**src/rtl/bpc_decode_ctrl.sv**
```systemverilog
// Sequencer for the 4-lane BPC symbol decoder group: owns the code buffer, its fill
// count and zero-run state, refills from the compressed stream and tags planes.
module bpc_decode_ctrl #(
    parameter int IN_W   = 32,
    parameter int PLANES = 33
) (
    input  logic            clk,
    input  logic            rst_n,
    input  logic            start,
    input  logic [IN_W-1:0] in_data,
    input  logic            in_valid,
    input  logic            in_last,
    output logic            in_ready,
    output logic [127:0]    grp_code_buf,
    output logic [6:0]      grp_buf_size,
    output logic [3:0]      grp_zrl_cnt,
    input  logic [127:0]    grp_code_buf_o,
    input  logic [6:0]      grp_buf_size_o,
    input  logic [3:0]      grp_zrl_cnt_o,
    input  logic [251:0]    grp_data,
    input  logic [3:0]      grp_valid,
    input  logic [3:0]      grp_xor,
    output logic [251:0]    out_data,
    output logic [3:0]      out_valid,
    output logic [3:0]      out_xor,
    output logic [23:0]     out_idx,
    output logic [3:0]      out_last,
    input  logic            out_ready,
    output logic            busy,
    output logic            done
);

    localparam logic [6:0] FILL_MAX = 7'(127 - IN_W);
    localparam logic [6:0] IN_W7    = 7'(IN_W);
    localparam logic [6:0] PLANES7  = 7'(PLANES);
    localparam logic [5:0] LAST_IDX = 6'(PLANES - 1);

    typedef enum logic [1:0] {IDLE, RUN, DRAIN} state_t;

    state_t         state_q;
    logic [127:0]   code_q;
    logic [6:0]     size_q;
    logic [3:0]     zrl_q;
    logic [5:0]     idx_q;
    logic           last_seen_q;
    logic           done_q;

    logic           adv;
    logic           accept;
    logic [127:0]   base;
    logic [127:0]   word_al;
    logic [127:0]   code_nxt;
    logic [6:0]     bsz;
    logic [6:0]     size_nxt;

    // Step is at most 4 and base < PLANES, so one conditional subtract wraps it.
    function automatic logic [5:0] wrap_idx(input logic [5:0] b, input logic [2:0] step);
        logic [6:0] s;
        s = {1'b0, b} + {4'b0, step};
        if (s >= PLANES7) s = s - PLANES7;
        return s[5:0];
    endfunction

    function automatic logic [2:0] lane_count(input logic [3:0] v);
        return 3'(v[3]) + 3'(v[2]) + 3'(v[1]) + 3'(v[0]);
    endfunction

    assign adv      = (state_q != IDLE) && (out_ready || (grp_valid == 4'b0));
    assign base     = adv ? grp_code_buf_o : code_q;
    assign bsz      = adv ? grp_buf_size_o : size_q;
    assign in_ready = (state_q == RUN) && (bsz <= FILL_MAX);
    assign accept   = in_valid && in_ready;
    assign word_al  = {in_data, {(128-IN_W){1'b0}}};
    assign code_nxt = accept ? (base | (word_al >> bsz)) : base;
    assign size_nxt = accept ? (bsz + IN_W7) : bsz;

    assign grp_code_buf = code_q;
    assign grp_buf_size = size_q;
    assign grp_zrl_cnt  = zrl_q;
    assign out_data     = grp_data;
    assign out_xor      = grp_xor;
    assign out_valid    = (state_q != IDLE) ? grp_valid : 4'b0;
    assign busy         = (state_q != IDLE);
    assign done         = done_q;

    always_comb begin
        out_idx  = '0;
        out_last = '0;
        for (int k = 0; k < 4; k++) begin
            out_idx[23-6*k -: 6] = wrap_idx(idx_q, 3'(k));
            out_last[3-k]        = (wrap_idx(idx_q, 3'(k)) == LAST_IDX);
        end
    end

    always_ff @(posedge clk or negedge rst_n) begin
        if (!rst_n) begin
            state_q     <= IDLE;
            code_q      <= '0;
            size_q      <= '0;
            zrl_q       <= '0;
            idx_q       <= '0;
            last_seen_q <= 1'b0;
            done_q      <= 1'b0;
        end else begin
            done_q <= 1'b0;
            case (state_q)
                IDLE: begin
                    if (start) begin
                        code_q      <= '0;
                        size_q      <= '0;
                        zrl_q       <= '0;
                        idx_q       <= '0;
                        last_seen_q <= 1'b0;
                        state_q     <= RUN;
                    end
                end
                RUN, DRAIN: begin
                    if (adv) begin
                        zrl_q <= grp_zrl_cnt_o;
                        idx_q <= wrap_idx(idx_q, lane_count(grp_valid));
                    end
                    code_q <= code_nxt;
                    size_q <= size_nxt;
                    if (state_q == RUN) begin
                        if (accept && in_last) begin
                            last_seen_q <= 1'b1;
                            state_q     <= DRAIN;
                        end
                    end else if (!grp_valid[3] && (zrl_q == 4'd0)) begin
                        // Whatever is left in the buffer is stream padding.
                        code_q  <= '0;
                        size_q  <= '0;
                        done_q  <= 1'b1;
                        state_q <= IDLE;
                    end
                end
                default: state_q <= IDLE;
            endcase
        end
    end

endmodule

```
**config.mk**
```make
export PLATFORM = sky130hd
export DESIGN_NAME = bpc_decode_ctrl
export DESIGN_NICKNAME = d
export VERILOG_FILES = /design/src/rtl/bpc_decode_ctrl.sv
export SDC_FILE = /design/constraint.sdc
export NUM_CORES = 1
export LEC_CHECK = 0
export ABC_CLOCK_PERIOD_IN_PS = 7000
export CAP_MARGIN = 0
export CELL_PAD_IN_SITES_DETAIL_PLACEMENT = 1
export CELL_PAD_IN_SITES_GLOBAL_PLACEMENT = 1
export CORE_AREA = 3 3 339 341
export CTS_CLUSTER_DIAMETER = 60
export DETAILED_ROUTE_END_ITERATION = 6
export DIE_AREA = 0 0 342 344
export PLACE_DENSITY = 0.41
export SYNTH_ARGS = -nofsm -noshare
export SYNTH_HDL_FRONTEND = slang
export SYNTH_SLANG_ARGS = --single-unit
```
**constraint.sdc**
```tcl
create_clock -name clk -period 7 [get_ports clk]
set_input_delay 1.4 -clock clk [delete_from_list [all_inputs] [get_ports clk]]
set_output_delay 1.4 -clock clk [all_outputs]
set_load 0.01 [all_outputs]
```
==> summary.md <==
| Metric | Value |
|---|---|
| Post-Route WL | between 80 and 90 mm |
| Syn_area_per_cell | around 8.3 um2 |
| Leak pwr | 6.43 nW |
| Status | finished, final reports clean |
| Register bit count reported by yosys | around 150 |
| Slew @ Worst Pin | 1.16 ns |
| First-pass GRT wire length | 119 mm |
| Worst Path Class, Setup | primary input to output pin |
| Final-report setup violation count | 0 |
| Max-cap viol count | 0 |
| Finished Core Util | 15.5% |
| CTS Hold Buffers Added | 0 |
| EDFF count, synth | 0 |
| Compound-Gate Fraction of Synth Area | 28.8% |
| CTS max path bufs | 2 |
| Ys flop type | dfrtp_1 |
| I/O pin cnt | 867 |
| Layout cells sized above 1 | 8.55% |
| Slew headroom | 21.9% |
| Initial DRC count | between 900 and 1000 |
| Area delta synth->final | 31.7% |
| Most common cell in the netlist | buf_4 |
| Post-Syn Nets | 2043 |
| Number of remaining DRC errors | 0 |
| Vias/cell | 4.20 |
| Seq/Total Area, Yosys | 28.1% |
| Top cells by area, synth | dfrtp_1 (28%), buf_4 (15%), a22oi_1 (6.2%) |
| Max incr delay on CP | between 0.5 and 0.6 ns |
| Maximum VDD drop | between 200 and 250 uV |
| Clk sinks | 148 |
| Final Skew | 0.0148 ns |
| DRT Pass-1 Iters | 7 |
| Htree depth | 4 |
| Largest family of logic cells by synthesized area | compound AO/OA/AOI/OAI gates |
| Port bufs | 354 |
| Critical Path Most Common Cell | clkdlybuf4s50_1 |
| Post-synthesis adder-cell area fraction | a little under 2% |
| Critical-path cell list | clkdlybuf4s50_1, inv_1, ha_1, or4b_1, nand2_2, mux2_2, a21boi_0, buf_4, clkdlybuf4s50_1 |
| Count of final hold-check violations | 0 |
| Area after DPL | between 15000 and 20000 um2 |
| Final ANT Viol Nets | 0 |
| Pins over their slew limit | 0 |
| Placement Setup Slack | 0.893 ns |
| Post-Synth XOR/XNOR Area | 2.06% |
| Power Total | 7.76 mW |
| Drt wl/cell | 27.5 um |
| Post-Syn Area | 13200 um2 |
| R2r setup slk | roughly 2 ns |
| Power per cell area | 448 nW/um2 |
| Maximum fanout along the worst path | 15 |
| Post-Synth Simple-Gate Area | between 10% and 20% |
| Mux share of post-synthesis cell area | 5.16% |
| Largest net degree at the start of global routing | 76 |
| Fin crit share | a little over four fifths |
| DP HPWL | 70.0 mm |
| Vias in the first global route | 14059 |
| Std-Cell Rows | 123 |
| Inserted Clock Buffers | 17 |
| CTS clk-pin slew, worst paths | 0.06 ns |
| FFs w/ async S/R, synth | 100% |
| CTS tree | done |
| Post-route minimum period | 5.94 ns |
| Worst skew pair latency | roughly 0.49 ns |
| Crit end category | output pin |
| Height of the chip | 344 um |
| Core area | 112000 um2 |
| Final worst-path setup slack | 1.06 ns |
| Crit path DAT | 4.54 ns |
| CP max-delay cell | clkdlybuf4s50_1 |
| Die area | 118000 um2 |
| Crit start category | primary input |
| Biggest area consumer among synthesized cells | dfrtp_1 |
| Chip width | 342 um |
| Final setup TNS | 0 ns |
| Yosys cell types | 79 |
| Post-synth top cells | buf_4 (257), nand2_1 (170), dfrtp_1 (148), o21ai_0 (114), a22oi_1 (109) |
| Remaining Overflow, GRT | 0 |
| Top-area cell type share of the netlist area | 28.1% |
| Initial Utilization | 11.7% |
| Final nets | 2105 |
| RSZ-0062 raised after global routing | no |
| Number of post-CTS setup repair buffers | 0 |
| Cell area after layout | 17300 um2 |
| Total track usage | 14.3% |
| Vias | 13317 |
| Required @ worst endpoint | 5.60 ns |
| Initial antenna violation count | 21 |
| F_max | 168 MHz |
| HP Class | flip-flop to flip-flop |
| Syn Inst Count | 1587 |
| Routability cong. | 0.809 |
| Synth warn | 0 |
| CTS-repair resized insts | 0 |
| Root Buffer | clkbuf_16 |
[metrics by stage]
stage               hold slack [ns]  instances
floorplan                     0.479       1587
detailed placement            0.478       3130
CTS                           0.492       3160
global placement              0.466       3130
finish                        0.480       3171
global route                  0.524       3165
[power by group]
| part | leakage (nW) | switching, mW | total [mW] | internal (mW) |
|---|---|---|---|---|
| sequential | 1.98 | 0.244 | 1.36 | 1.12 |
| clock | 0.290 | 0.445 | 1.01 | 0.569 |
| combinational | 4.15 | 3.52 | 5.38 | 1.86 |
[per-layer routing]
layer	vias up	GRT usage, %	wire length [um]	part of all wire [%]
li1	5789	-	-	-
met1	6757	16.9	35000	40
met2	570	23.5	41600	48
met3	185	5.15	7780	8.9
met4	16	5.50	2800	3.2
met5	-	0	106	0.12
[path summary, 6_finish.rpt]
check,start,to,depth (start not counted)
worst max-delay path,grp_valid[0],in_ready,9
worst min-delay path,grp_code_buf[6],grp_code_buf[6],2
min in group asynchronous,rst_n,grp_code_buf[0],1
max in group asynchronous,rst_n,grp_code_buf[21],2
worst max register to register,state_q[0],grp_code_buf[77],9
worst min register to register,grp_code_buf[6],grp_code_buf[6],2
[worst max-delay path: cells and delay by family]
family | cells | cell delay [ns]
AO/OA/AOI/OAI | 1 | 0.22
adder cells (fa/ha/maj) | 1 | 0.20
buffers and inverters | 4 | 1.34
multiplexers | 1 | 0.49
AND/OR/NAND/NOR | 2 | 0.87
[layout make-up]
cell class | instances | area [um2]
Tap cell | 1500 | 1880
Sequential cell | 148 | 3700
Fill cell | 13153 | 94900
Clock buffer | 19 | 443
Antenna cell | 11 | 27.5
Multi-Input combinational cell | 1041 | 7030
Inverter | 30 | 113
Timing Repair Buffer | 411 | 4000
Clock inverter | 11 | 151
[registers in the layout (all words and copies together), names as in the netlist]
signal and cells:
done 1, grp_buf_size 7, grp_code_buf 128, grp_zrl_cnt 4
idx_q 6, state_q 2
[cell usage in the layout, fill, tap and decap left out, types with 8 or more instances in the layout]
master,instances
nand3_1,25
ha_1,16
xor2_1,10
o221ai_1,18
nand2_1,169
diode_2,11
mux2i_1,42
and3_1,10
a221o_1,11
dfrtp_1,148
or3_1,8
a21o_1,9
nor2_1,67
nand2b_1,41
a221oi_1,10
a22oi_1,109
o22ai_1,16
a311oi_1,20
buf_4,55
a222oi_1,44
a22o_1,31
o21ai_0,113
nor3_1,48
a21oi_1,45
inv_1,26
o21ai_1,10
clkbuf_16,17
a32oi_1,9
clkdlybuf4s50_1,353
mux2_2,15
xnor2_1,21
[cells by family (layout without fill, tap and decap cells)]
family / count (synthesis) / count (layout)
compound gates: 514 / 514
simple gates: 414 / 414
buf+inv: 398 / 471
flops: 148 / 148
mux: 63 / 63
xor+xnor: 31 / 31
fa+ha+maj: 19 / 19
other cells: 0 / 11
Note: power is estimated with default switching activity, not from simulation.
